**config.mk**
```make
export PLATFORM = sky130hd
export DESIGN_NAME = cpu_sequencer
export DESIGN_NICKNAME = d
export VERILOG_FILES = /design/src/rtl/cpu_sequencer.sv
export SDC_FILE = /design/constraint.sdc
export NUM_CORES = 1
export LEC_CHECK = 0
export ABC_AREA = 0
export BUFFER_PORTS_ARGS = -buffer_cell sky130_fd_sc_hd__buf_4
export CORE_AREA = 2 2 39 41
export DETAILED_ROUTE_END_ITERATION = 7
export DIE_AREA = 0 0 41 43
export PLACE_DENSITY = 0.73
export SYNTH_ARGS = -nofsm -noshare
export SYNTH_HDL_FRONTEND = slang
export SYNTH_SLANG_ARGS = --single-unit
```
**constraint.sdc**
```tcl
create_clock -name clk -period 4.2 [get_ports clk]
set_clock_uncertainty 0.05 [all_clocks]
set_input_delay 0.21 -clock clk [delete_from_list [all_inputs] [get_ports clk]]
set_output_delay 0.21 -clock clk [all_outputs]
set_load 0.005 [all_outputs]
```
**src/rtl/cpu_sequencer.sv**
```systemverilog
// rtl/cpu_sequencer.sv - eight-phase control sequencer for the 8-bit accumulator CPU
// Optional single-step hold at S7 when SEQ_STEP_EN is defined.
module cpu_sequencer #(
   parameter logic [2:0] HLT = 3'h0,
   parameter logic [2:0] SKZ = 3'h1,
   parameter logic [2:0] STO = 3'h6,
   parameter logic [2:0] JMP = 3'h7
) (
   input  logic       clk,
   input  logic       reset,
   input  logic       ena,
   input  logic [2:0] opcode,
   input  logic       zero,
`ifdef SEQ_STEP_EN
   input  logic       step,
`endif
   output logic       fetch,
   output logic       ir_hi,
   output logic       load_ir,
   output logic       rd,
   output logic       wr,
   output logic       inc_pc,
   output logic       load_pc,
   output logic       load_acc,
   output logic       datactl_ena,
   output logic       halt,
   output logic [2:0] state
);

   typedef enum logic [2:0] {S0, S1, S2, S3, S4, S5, S6, S7} state_t;

   state_t state_q, state_d;
   logic   running_q, running_d;
   logic   halted_q, halted_d;
   logic   skip_q, skip_d;
   logic   wrap_ok;
   logic   active;
   logic   is_alu;

`ifdef SEQ_STEP_EN
   assign wrap_ok = step;
`else
   assign wrap_ok = 1'b1;
`endif

   assign active = running_q & ena & ~halted_q;
   assign is_alu = (opcode != HLT) && (opcode != SKZ) && (opcode != STO) && (opcode != JMP);

   always_ff @(posedge clk or negedge reset) begin
      if (!reset) begin
         state_q   <= S0;
         running_q <= 1'b0;
         halted_q  <= 1'b0;
         skip_q    <= 1'b0;
      end else begin
         state_q   <= state_d;
         running_q <= running_d;
         halted_q  <= halted_d;
         skip_q    <= skip_d;
      end
   end

   always_comb begin
      state_d   = state_q;
      running_d = running_q;
      halted_d  = halted_q;
      skip_d    = skip_q;
      if (!running_q) begin
         state_d = S0;
         if (ena) running_d = 1'b1;
      end else if (active) begin
         // HLT freezes the phase at S3; only reset leaves this condition
         if (state_q == S3 && opcode == HLT) begin
            halted_d = 1'b1;
         end else if (state_q == S7) begin
            if (wrap_ok) begin
               state_d = S0;
               skip_d  = 1'b0;
            end
         end else begin
            state_d = state_t'(state_q + 3'd1);
            if (state_q == S4) skip_d = (opcode == SKZ) & zero;
         end
      end
   end

   always_comb begin
      fetch       = 1'b0;
      ir_hi       = 1'b0;
      load_ir     = 1'b0;
      rd          = 1'b0;
      wr          = 1'b0;
      inc_pc      = 1'b0;
      load_pc     = 1'b0;
      load_acc    = 1'b0;
      datactl_ena = 1'b0;
      halt        = halted_q;
      if (active) begin
         case (state_q)
            S0: begin rd = 1'b1; load_ir = 1'b1; ir_hi = 1'b1; inc_pc = 1'b1; fetch = 1'b1; end
            S1: begin rd = 1'b1; load_ir = 1'b1; inc_pc = 1'b1; fetch = 1'b1; end
            S2: fetch = 1'b1;
            S3: begin fetch = 1'b1; halt = (opcode == HLT); end
            S4: begin
               rd          = is_alu;
               datactl_ena = (opcode == STO);
               load_pc     = (opcode == JMP);
            end
            S5: begin
               rd          = is_alu;
               load_acc    = is_alu;
               datactl_ena = (opcode == STO);
               wr          = (opcode == STO);
               load_pc     = (opcode == JMP);
               inc_pc      = (opcode == SKZ) & skip_q;
            end
            S6: begin
               rd          = is_alu;
               datactl_ena = (opcode == STO);
               inc_pc      = (opcode == SKZ) & skip_q;
            end
            default: ;
         endcase
      end
   end

   assign state = state_q;

endmodule

```
After elaboration in Yosys (flattened, before gate mapping). Cells that the tools add are included.

Register bits after elaboration: 6. Input port bits: 7. Logic and storage cells: 70. Output and inout port bits: 13.

Mux-type cells: 28. Equal/unequal tests: 15. Add/sub/neg operators: 1. Reductions and logical operators: 16. Bitwise logic cells: 6.

Operators with widths (number): $mux W1 (22); $eq A3 B3 Y1 const B (6); $mux W3 (4); $eq A3 B1 Y1 const B (2); $eq A3 B2 Y1 const B (2); $logic_not A3 Y1 (2); $ne A3 B3 Y1 const B (2); $reduce_or A2 Y1 (3); $and A1 B1 Y1 (4); $logic_and A1 B1 Y1 (4); $pmux W1 S2 (2); $reduce_and A4 Y1 (1); $reduce_or A4 Y1 (1); $add A3 B1 Y3 const B (1); $ne A3 B1 Y1 const B (1); $reduce_and A3 Y1 (1); $reduce_bool A3 Y1 (1); $reduce_or A3 Y1 (1); $ne A2 B1 Y1 const B (1); $ne A2 B2 Y1 const B (1); $not A1 Y1 (2); $reduce_and A2 Y1 (1); $reduce_bool A2 Y1 (1).

Longest topological paths before layout. Gate-level depths: netlist (run 1).

Depth in word-level cells: 6. Mapped depth: 6. Mapped depth without buffers: 5.

Worst setup path before layout (run 1). No wires, ideal clock.

Path kind: flip-flop to flip-flop. Start: register state_q[2] (netlist: state[2]). End: register state_q[1] (netlist: state[1]). Period minus slack after synthesis: 1.818 ns. Slack: 2.382 ns. Data arrival time: 1.691 ns. Stages on the path, launching flop included: 7. Data required time: 4.072 ns. Buffers on the path: 1. Library setup time: 0.078 ns. Cells stage by stage: dfrtp_1 clkbuf_1 inv_1 ha_1 nor4b_4 or4b_1 a21boi_1.

Cells in the longest elaborated chain, start to end: 5. Elaborated cells between the ends (all ways): 9. Those cells by class: eq/ne: 3; mux: 4; reduce/logical: 2.

RTL lines: from (decl) (RTL line 32) `state_t state_q, state_d;`; from (signal assigned) (RTL line 56) `state_q <= state_d;`; $eq A3 B3 Y1 (RTL line 75) `end else if (state_q == S7) begin`; $mux W3 (RTL line 75); $mux W3 (RTL line 73) `if (state_q == S3 && opcode == HLT) begin`; $mux W3 (RTL line 71) `end else if (active) begin`; $mux W3 (RTL line 68) `if (!running_q) begin`.

Parallel ways exist; a longest one is shown, timed or not. The select of a mux whose other input is x is not followed. A chain may end at the register's enable or synchronous reset.

Worst setup path after layout (run 1).
Start: register state_q[1] (netlist: state[1]). End: output halt.

Cells in the longest elaborated chain, start to end: 3.

RTL lines: $eq A3 B2 Y1 (RTL line 99) `case (state_q)`; $mux W1 (RTL line 99); $mux W1 (RTL line 98) `if (active) begin`; to (decl) (RTL line 26) `output logic halt,`.

Every way passes these cells.

==> results of run 1 <==
## cell usage in the layout (no fill, tap or decap), drive strengths merged, types with 2 or more instances in the layout
master  netlist  routed
buf           1      19
ha            6       6
dfrtp         6       6
inv           4       4
nor3          3       3
nand2         3       3
nor3b         3       3
a21oi         3       3
o21ai         3       3
clkbuf        1       3
a31o          2       2
nor2          2       2
nand3b        2       2
a21boi        2       2
## kinds of logic (layout without fill, tap and decap cells)
kind of cell               after synthesis  in the layout  share of synthesized area
and+or+nand+nor                         21             21                      0.286
AOI/OAI and AO/OA                       15             15                      0.210
adders and majority gates                6              6                      0.147
DFF                                      6              6                      0.293
buffers and inverters                    6             27                     0.0464
xor gates and xnor gates                 1              1                     0.0171
## routing by layer
metal / track usage / up-vias
met5: 0 / -
li1: - / 254
met4: 0.0600 / 0
met1: 0.224 / 212
met3: 0.0314 / 0
met2: 0.213 / 23
## worst paths after layout
check	end	slack, ns	cells after the start
max	halt	2.11	5
min	running_q	0.15	2
max reg2reg	state[1]	2.37	5
min reg2reg	halted_q	0.45	1
max in group asynchronous	state[1]	3.71	2
min in group asynchronous	halted_q	0.27	2
## registers in the layout, summed over array words and instances, names as in the netlist
register / flops
running_q: 1
halted_q: 1
skip_q: 1
state: 3
## where the power goes
part / leakage [nW] / switching [mW] / internal [mW]
combinational: 0.243 / 0.102 / 0.117
sequential: 0.0712 / 0.0342 / 0.0798
clock: 0.0138 / 0.0188 / 0.0322
total: 0.328 / 0.155 / 0.229
## area by class of cell
type	count	area (sq um)	area share
Timing Repair Buffer	20	153	0.219
Clock buffer	3	22.5	0.0323
Tap cell	16	20.0	0.0287
Multi-Input combinational cell	43	338	0.484
Sequential cell	6	150	0.215
Inverter	4	15.0	0.0215
==> results_dict.tcl, run 1 <==
set metrics [dict create \
    status "completed" \
    cpMostUsedCell "ha_1" \
    clock_path_buffers 2 \
    drc 0 \
    diodes 0 \
    power_density_nw_per_um2 550 \
    insertion_delay_ns 0.24 \
    grt_pass1_wl_microns 1890 \
    grt_max_degree 14 \
    avgSynthCellArea_sq_um 9.30 \
    path_class "reg -> out" \
    drt_iter0_drc 14 \
    routed_via_density 5.32 \
    first_global_vias 456 \
    ioPinCount 20 \
    cp_slowest_cell "dfrtp_1" \
    start_util 0.370 \
    netlist_instances 55 \
    cts_setup_buffers 0 \
    fin_area_sq_um 698 \
    dr_wl_met2_microns 492 \
    chipWidth_microns 41 \
    dieArea_sq_um 1760 \
    cp.buffers_inverters 1 \
    ys.flop_type "dfrtp_1" \
    ys_seq_area_frac 0.293 \
    area.growth.synth_to_final_pct 36.4 \
    tightest_slew_ns 0.466 \
    path_cells "ha_1 -> ha_1 -> nor4b_4 -> a31o_2 -> buf_4" \
    place_congestion 0.734 \
    setup.worst_path.start "state[1]" \
    peakVddDrop_mv 0.305 \
    met3_wirelength_microns 110 \
    synth_top_cell_by_area "dfrtp_1" \
    critPathCaptureType "output port" \
    fin_nets 91 \
    leakagePower_nw 0.328 \
    synth-seq-cells 6 \
    cts.hold.buffers_added 1 \
    cpPeakStageDelay_ns 0.47 \
    hold_violations 0 \
    critPathTopFamily "flip-flops" \
    wl_per_cell_microns 12.6 \
    p_total_mw 0.384 \
    ant_nets 0 \
    synthTopCellsByArea "dfrtp_1, ha_1, nor4b_4, nor3b_1, a31o_2" \
    h-tree-depth 1 \
    hold_slack_ns 0.151 \
    drt_wl_total_microns 1160 \
    placedInstanceArea_sq_um 666 \
    dr.pass1.iters 4 \
    fp.coreArea_sq_um 1380 \
    min_from "ena" \
    setup_slack_ns 2.11 \
    pre_cts_slack_ns 2.34 \
    post_synth_num_cell_types 29 \
    place.detailed.hpwl_microns 912 \
    slew_violations 0 \
    maxCapViolCount 0 \
    min_period_ns 2.09 \
    drive_gt1_frac 0.355 \
    setup.worst_path.start_class "register" \
    netlist_area_sq_um 512 \
    rows 14 \
    critPathMaxFanout 10 \
    timing.final.crit_share 0.497 \
    synth_warnings 0 \
    filler_cell_count 132 \
    synthArstFlopShare 1.00 \
    grt_setup_unrepaired "false" \
    max_freq_mhz 479 \
    grt.total_usage 0.153 \
    crit_arrival_ns 1.83 \
    grt_overflow_total 0 \
    slew_headroom 0.688 \
    ctsResizeCount 0 \
    routed.top_layer "met3" \
    final.setup.tns_ns 0 \
    routed-via-count 489 \
    synth_nets 68 \
    dpl.cell_count 88 \
    post-route-util 0.505 \
    finalSetupViolCount 0 \
    synth_edf_count 0 \
    instances_no_fill 92 \
    synth_common_cells "dfrtp_1, ha_1, inv_1" \
    antenna_found_initial 0 \
    ctsRootBufferMaster "clkbuf_4" \
    critPathRequiredTime_ns 3.94 \
    r2r-start "state[1]" \
    clk_pin_slew_worst_paths_ns 0.04 \
    wl_met1_microns 559 \
    die_y_microns 43 \
    min_path_type "in -> reg" \
    portBuffers 19 \
    yosysTopAreaCellShare 0.293 \
    cts_sinks 6 \
    cts_made_buffers 3 \
    cts_tree "yes" \
]
Power figures use the tool's default switching activity.
==> run 2: changes to the inputs <==
- ABC_AREA: 0 -> 1
- PLACE_DENSITY: 0.73 -> 0.78
- clock period: 4.2 -> 2.2 ns (I/O delays scaled with it)
==> results_dict.tcl, run 2 <==
set metrics [dict create \
    status "completed" \
    final.setup.tns_ns 0 \
    leakagePower_nw 0.412 \
    filler_cell_count 134 \
    slew_violations 0 \
    grt_overflow_total 0 \
    register_area_sq_um 150 \
    routed_via_density 4.82 \
    synth_warnings 0 \
    peakVddDrop_mv 0.307 \
    layout_common_cells "buf_4, nand2_1, inv_1" \
    synth-seq-cells 6 \
    maxCapViolCount 0 \
    slew_headroom 0.789 \
    cts_sinks 6 \
    place.detailed.hpwl_microns 1010 \
    rows 14 \
    critPathMaxFanout 6 \
    avgSynthCellArea_sq_um 7.15 \
    dieArea_sq_um 1760 \
    critPathCaptureType "output port" \
    place_congestion 0.844 \
    grt_pass1_wl_microns 1980 \
    die_y_microns 43 \
    dr.pass1.iters 4 \
    synthMuxAreaShare 0 \
    h-tree-depth 1 \
    netlist_area_sq_um 572 \
    yosysTopAreaCellShare 0.263 \
    clock_path_buffers 2 \
    ioPinCount 20 \
    insertion_delay_ns 0.24 \
    start_util 0.413 \
    max_freq_mhz 528 \
    synthAdderAreaFrac 0.131 \
    critPathRequiredTime_ns 2.04 \
    synth-compound-area-share 0.0810 \
    setup.worst_path.start "state[0]" \
    cts_tree "yes" \
    synthTopCellsByArea "dfrtp_1, ha_1, nand2_1, inv_1, nor2_1" \
    instances_no_fill 118 \
    tightest_slew_ns 0.316 \
    r2r_end "state[2]" \
    power_density_nw_per_um2 311 \
    hold_violations 0 \
    drt_wl_total_microns 1250 \
    ant_nets 0 \
    synth_top_cell_by_area "dfrtp_1" \
    min_path_type "in -> reg" \
    setup.worst_path.start_class "register" \
    ctsRootBufferMaster "clkbuf_4" \
    ys_seq_area_frac 0.263 \
    multi_input_comb_area_sq_um 362 \
    diodes 0 \
    drive_gt1_frac 0.343 \
    cts_setup_buffers 0 \
    first_global_vias 502 \
    ys.flop_type "dfrtp_1" \
    yosys.area_share.simple 0.420 \
    clk_pin_slew_worst_paths_ns 0.05 \
    wl_per_cell_microns 10.6 \
    antenna_found_initial 0 \
    synthArstFlopShare 1.00 \
    synth_common_cells "nand2_1, inv_1, nor2_1" \
    timing.final.crit_share 0.861 \
    r2r-start "state[0]" \
    finalSetupViolCount 0 \
    synthXorXnorAreaFrac 0 \
    grt.total_usage 0.166 \
    cts_made_buffers 3 \
    path_class "reg -> out" \
    largest_reg_flops 3 \
    synth_nets 93 \
    reg2reg_slack_ns 0.67 \
    synth_edf_count 0 \
    worstHoldEndpoint "running_q" \
    portBuffers 19 \
    min_period_ns 1.89 \
    holdPathStages 2 \
    r2r_cells 8 \
    netlist_instances 80 \
    drc 0 \
    final_common_cell "buf_4" \
    grt_setup_unrepaired "false" \
    crit_arrival_ns 1.73 \
    drt_iter0_drc 11 \
    dpl.cell_count 114 \
    chipWidth_microns 41 \
    post_synth_num_cell_types 21 \
    grt_max_degree 9 \
    area.growth.synth_to_final_pct 32.2 \
    routed-via-count 569 \
    synth_most_common_cell "nand2_1" \
    fin_nets 117 \
    synth_top_family_by_area "simple AND/OR/NAND/NOR gates" \
    min_from "ena" \
    fp.coreArea_sq_um 1380 \
]
==> run 2: cell types whose count changed in the layout (fill, tap and decap cells not counted), moves of 4 or more <==
cell     delta
nand2_1    +15
nor2_1      +7
nand3_1     +6
nand2_2     +4
inv_1       +8
==> run 2: what timing repair did <==
item,in CTS,in global routing
endpoints found under the hold margin,6,0
gates resized for setup,0,0
endpoints found under the setup margin,0,0
hold buffers,1,0
==> run 2: cell families after synthesis <==
| kind of cell | after synthesis |
|---|---|
| and+or+nand+nor | 47 |
| adders and majority gates | 6 |
| buffers and inverters | 14 |
| DFF | 6 |
| AOI/OAI and AO/OA | 7 |
==> run 2: final cells by class <==
| type | count | share of cell area |
|---|---|---|
| clock buffers | 3 | 0.0298 |
| multi-input cells | 60 | 0.478 |
| flip-flops and latches | 6 | 0.199 |
| inverters | 13 | 0.0646 |
| well taps | 16 | 0.0265 |
| repair buffers | 20 | 0.202 |
==> run 2: power breakdown <==
group	internal, mW	leakage, nW	total, mW	switching, mW
sequential	0.111	0.0734	0.111	0.000000000000000118
clock	0.0617	0.0138	0.101	0.0390
combinational	0.0111	0.325	0.0240	0.0128
total	0.184	0.412	0.235	0.0518
==> run 2: how the worst max path moves through the flow <==
stage	cells after the start	to
after floorplan	6	halt
after global placement	7	halt
after detailed placement	7	halt
after CTS	7	halt
after global routing	7	halt
final	7	halt
==> run 2: routing by layer <==
layer	global-route usage	up-vias	share of wire	routed length [microns]
met5	0	-	0	0
met4	0.0400	0	0	0
met3	0.0628	0	0.074	92
met2	0.253	18	0.48	601
met1	0.215	251	0.45	557
li1	-	300	-	-
==> run 2: critical path, cell delays in order, from the launching register on <==
cell	delay (ns)
dfrtp_1	0.44
ha_1	0.22
ha_1	0.15
inv_1	0.05
nor2_1	0.17
nand2_2	0.13
o21ai_0	0.18
buf_4	0.14
==> run 2: stage by stage <==
stage	util	hold slack (ns)	worst slack [ns]	power (mW)	cell area, sq um
finish	0.546	0.0618	0.306	0.235	756
global route	0.546	0.0514	0.157	0.249	756
CTS	0.546	0.0570	0.280	0.240	756
detailed placement	0.523	-0.129	0.584	0.135	723
global placement	0.523	-0.130	0.647	0.135	723
floorplan	-	-0.236	0.802	0.120	572
==> run 3: changes to the inputs <==
- CTS_BUF_LIST: unset -> sky130_fd_sc_hd__clkbuf_16
==> results_dict.tcl, run 3 (synthesis gave the netlist of run 2 again) <==
set metrics [dict create \
    status "completed" \
    max_freq_mhz 534 \
    peakVddDrop_mv 0.771 \
    rows 14 \
    final.setup.tns_ns 0 \
    ant_nets 0 \
    final_common_cell "buf_4" \
    cts_tree "yes" \
    leakagePower_nw 0.435 \
    internal_power_mw 0.355 \
    min_path_type "in -> reg" \
    min_period_ns 1.87 \
    fin_nets 117 \
    power_density_nw_per_um2 525 \
    start_util 0.413 \
    drt_wl_total_microns 1260 \
    ctsResizeCount 0 \
    drt_iter0_drc 14 \
    dr.pass1.iters 4 \
    portBuffers 19 \
    cts.hold.buffers_added 1 \
    area.growth.synth_to_final_pct 41.4 \
    ctsRootBufferMaster "clkbuf_16" \
    grt.total_usage 0.170 \
    grt_overflow_total 0 \
    die_y_microns 43 \
    slew_violations 0 \
    first_global_vias 524 \
    p_sw_mw 0.0695 \
    timing.final.crit_share 0.851 \
    wl_per_cell_microns 10.7 \
    grt_setup_unrepaired "false" \
    layout_common_cells "buf_4, nand2_1, inv_1" \
    fin_area_sq_um 808 \
    critPathMaxFanout 6 \
    hold_violations 0 \
    setup.worst_path.start_class "register" \
    cts_made_buffers 3 \
    multi_input_comb_area_sq_um 362 \
    chipWidth_microns 41 \
    antenna_found_initial 0 \
    maxCapViolCount 0 \
    swShare 0.164 \
    ioPinCount 20 \
    cts_setup_buffers 0 \
    critPathCaptureType "output port" \
    filler_cell_count 127 \
    placedInstanceArea_sq_um 723 \
    slew_headroom 0.790 \
    tightest_slew_ns 0.315 \
    clk_pin_slew_worst_paths_ns 0.03 \
    p_seq_frac 0.262 \
    crit_arrival_ns 1.71 \
    clkPwrFrac 0.682 \
    cts_sinks 6 \
    finalSetupViolCount 0 \
    fp.coreArea_sq_um 1380 \
    hold_slack_ns 0.0930 \
    comb_power_share 0.057 \
    post-route-util 0.584 \
    place_congestion 0.844 \
    register_area_sq_um 150 \
    grt_pass1_wl_microns 2060 \
    drive_gt1_frac 0.343 \
    largest_reg_flops 3 \
    grt_max_degree 9 \
    critPathRequiredTime_ns 2.04 \
    routed-via-count 568 \
    path_class "reg -> out" \
    drc 0 \
    h-tree-depth 1 \
    routed_via_density 4.81 \
    dieArea_sq_um 1760 \
    insertion_delay_ns 0.23 \
    place.detailed.hpwl_microns 1010 \
    diodes 0 \
    clock_path_buffers 2 \
]
==> run 3: cell counts in the layout (fill, tap and decap cells not counted) <==
No cell type changed its count.
==> run 3: critical path: stages, from the launching register on <==
cell,delay [ns]
dfrtp_1,0.44
ha_1,0.22
ha_1,0.15
inv_1,0.05
nor2_1,0.17
nand2_2,0.13
o21ai_0,0.18
buf_4,0.14
==> run 3: area by class of cell <==
class,count,share of cell area
Inverter,13,0.0604
Multi-Input combinational cell,60,0.447
Clock buffer,3,0.0929
Sequential cell,6,0.186
Timing Repair Buffer,20,0.189
Tap cell,16,0.0248
==> run 3: routing by layer <==
layer,GRT usage,vias to the layer above,share of wire
met4,0.0200,0,0
li1,-,297,-
met2,0.269,16,0.48
met1,0.222,255,0.45
met3,0.0628,0,0.069
met5,0,-,0
==> run 3: through the flow <==
stage	power, mW	worst slack, ns	std cells
after floorplan	0.120	0.802	80
after global placement	0.135	0.647	114
after detailed placement	0.135	0.584	114
after CTS	0.429	0.307	118
after global routing	0.441	0.183	118
final	0.425	0.327	118
==> run 3: path summary, 6_finish.rpt <==
path / from / to / slack, ns / depth (start not counted)
max in group asynchronous: reset / state[1] / 1.80 / 2
max: state[0] / halt / 0.33 / 7
min: ena / running_q / 0.09 / 2
min reg2reg: skip_q / skip_q / 0.44 / 2
max reg2reg: state[0] / state[2] / 0.67 / 8
min in group asynchronous: reset / skip_q / 0.19 / 2
==> run 3: power by group through the flow <==
stage          clock network [mW]  logic (mW)  registers (mW)
2_1_floorplan                   0     0.00795           0.112
3_3_place_gp                    0      0.0222           0.112
3_5_place_dp                    0      0.0225           0.112
4_1_cts                     0.293      0.0242           0.111
5_1_grt                     0.303      0.0265           0.111
6_report                    0.289      0.0241           0.111
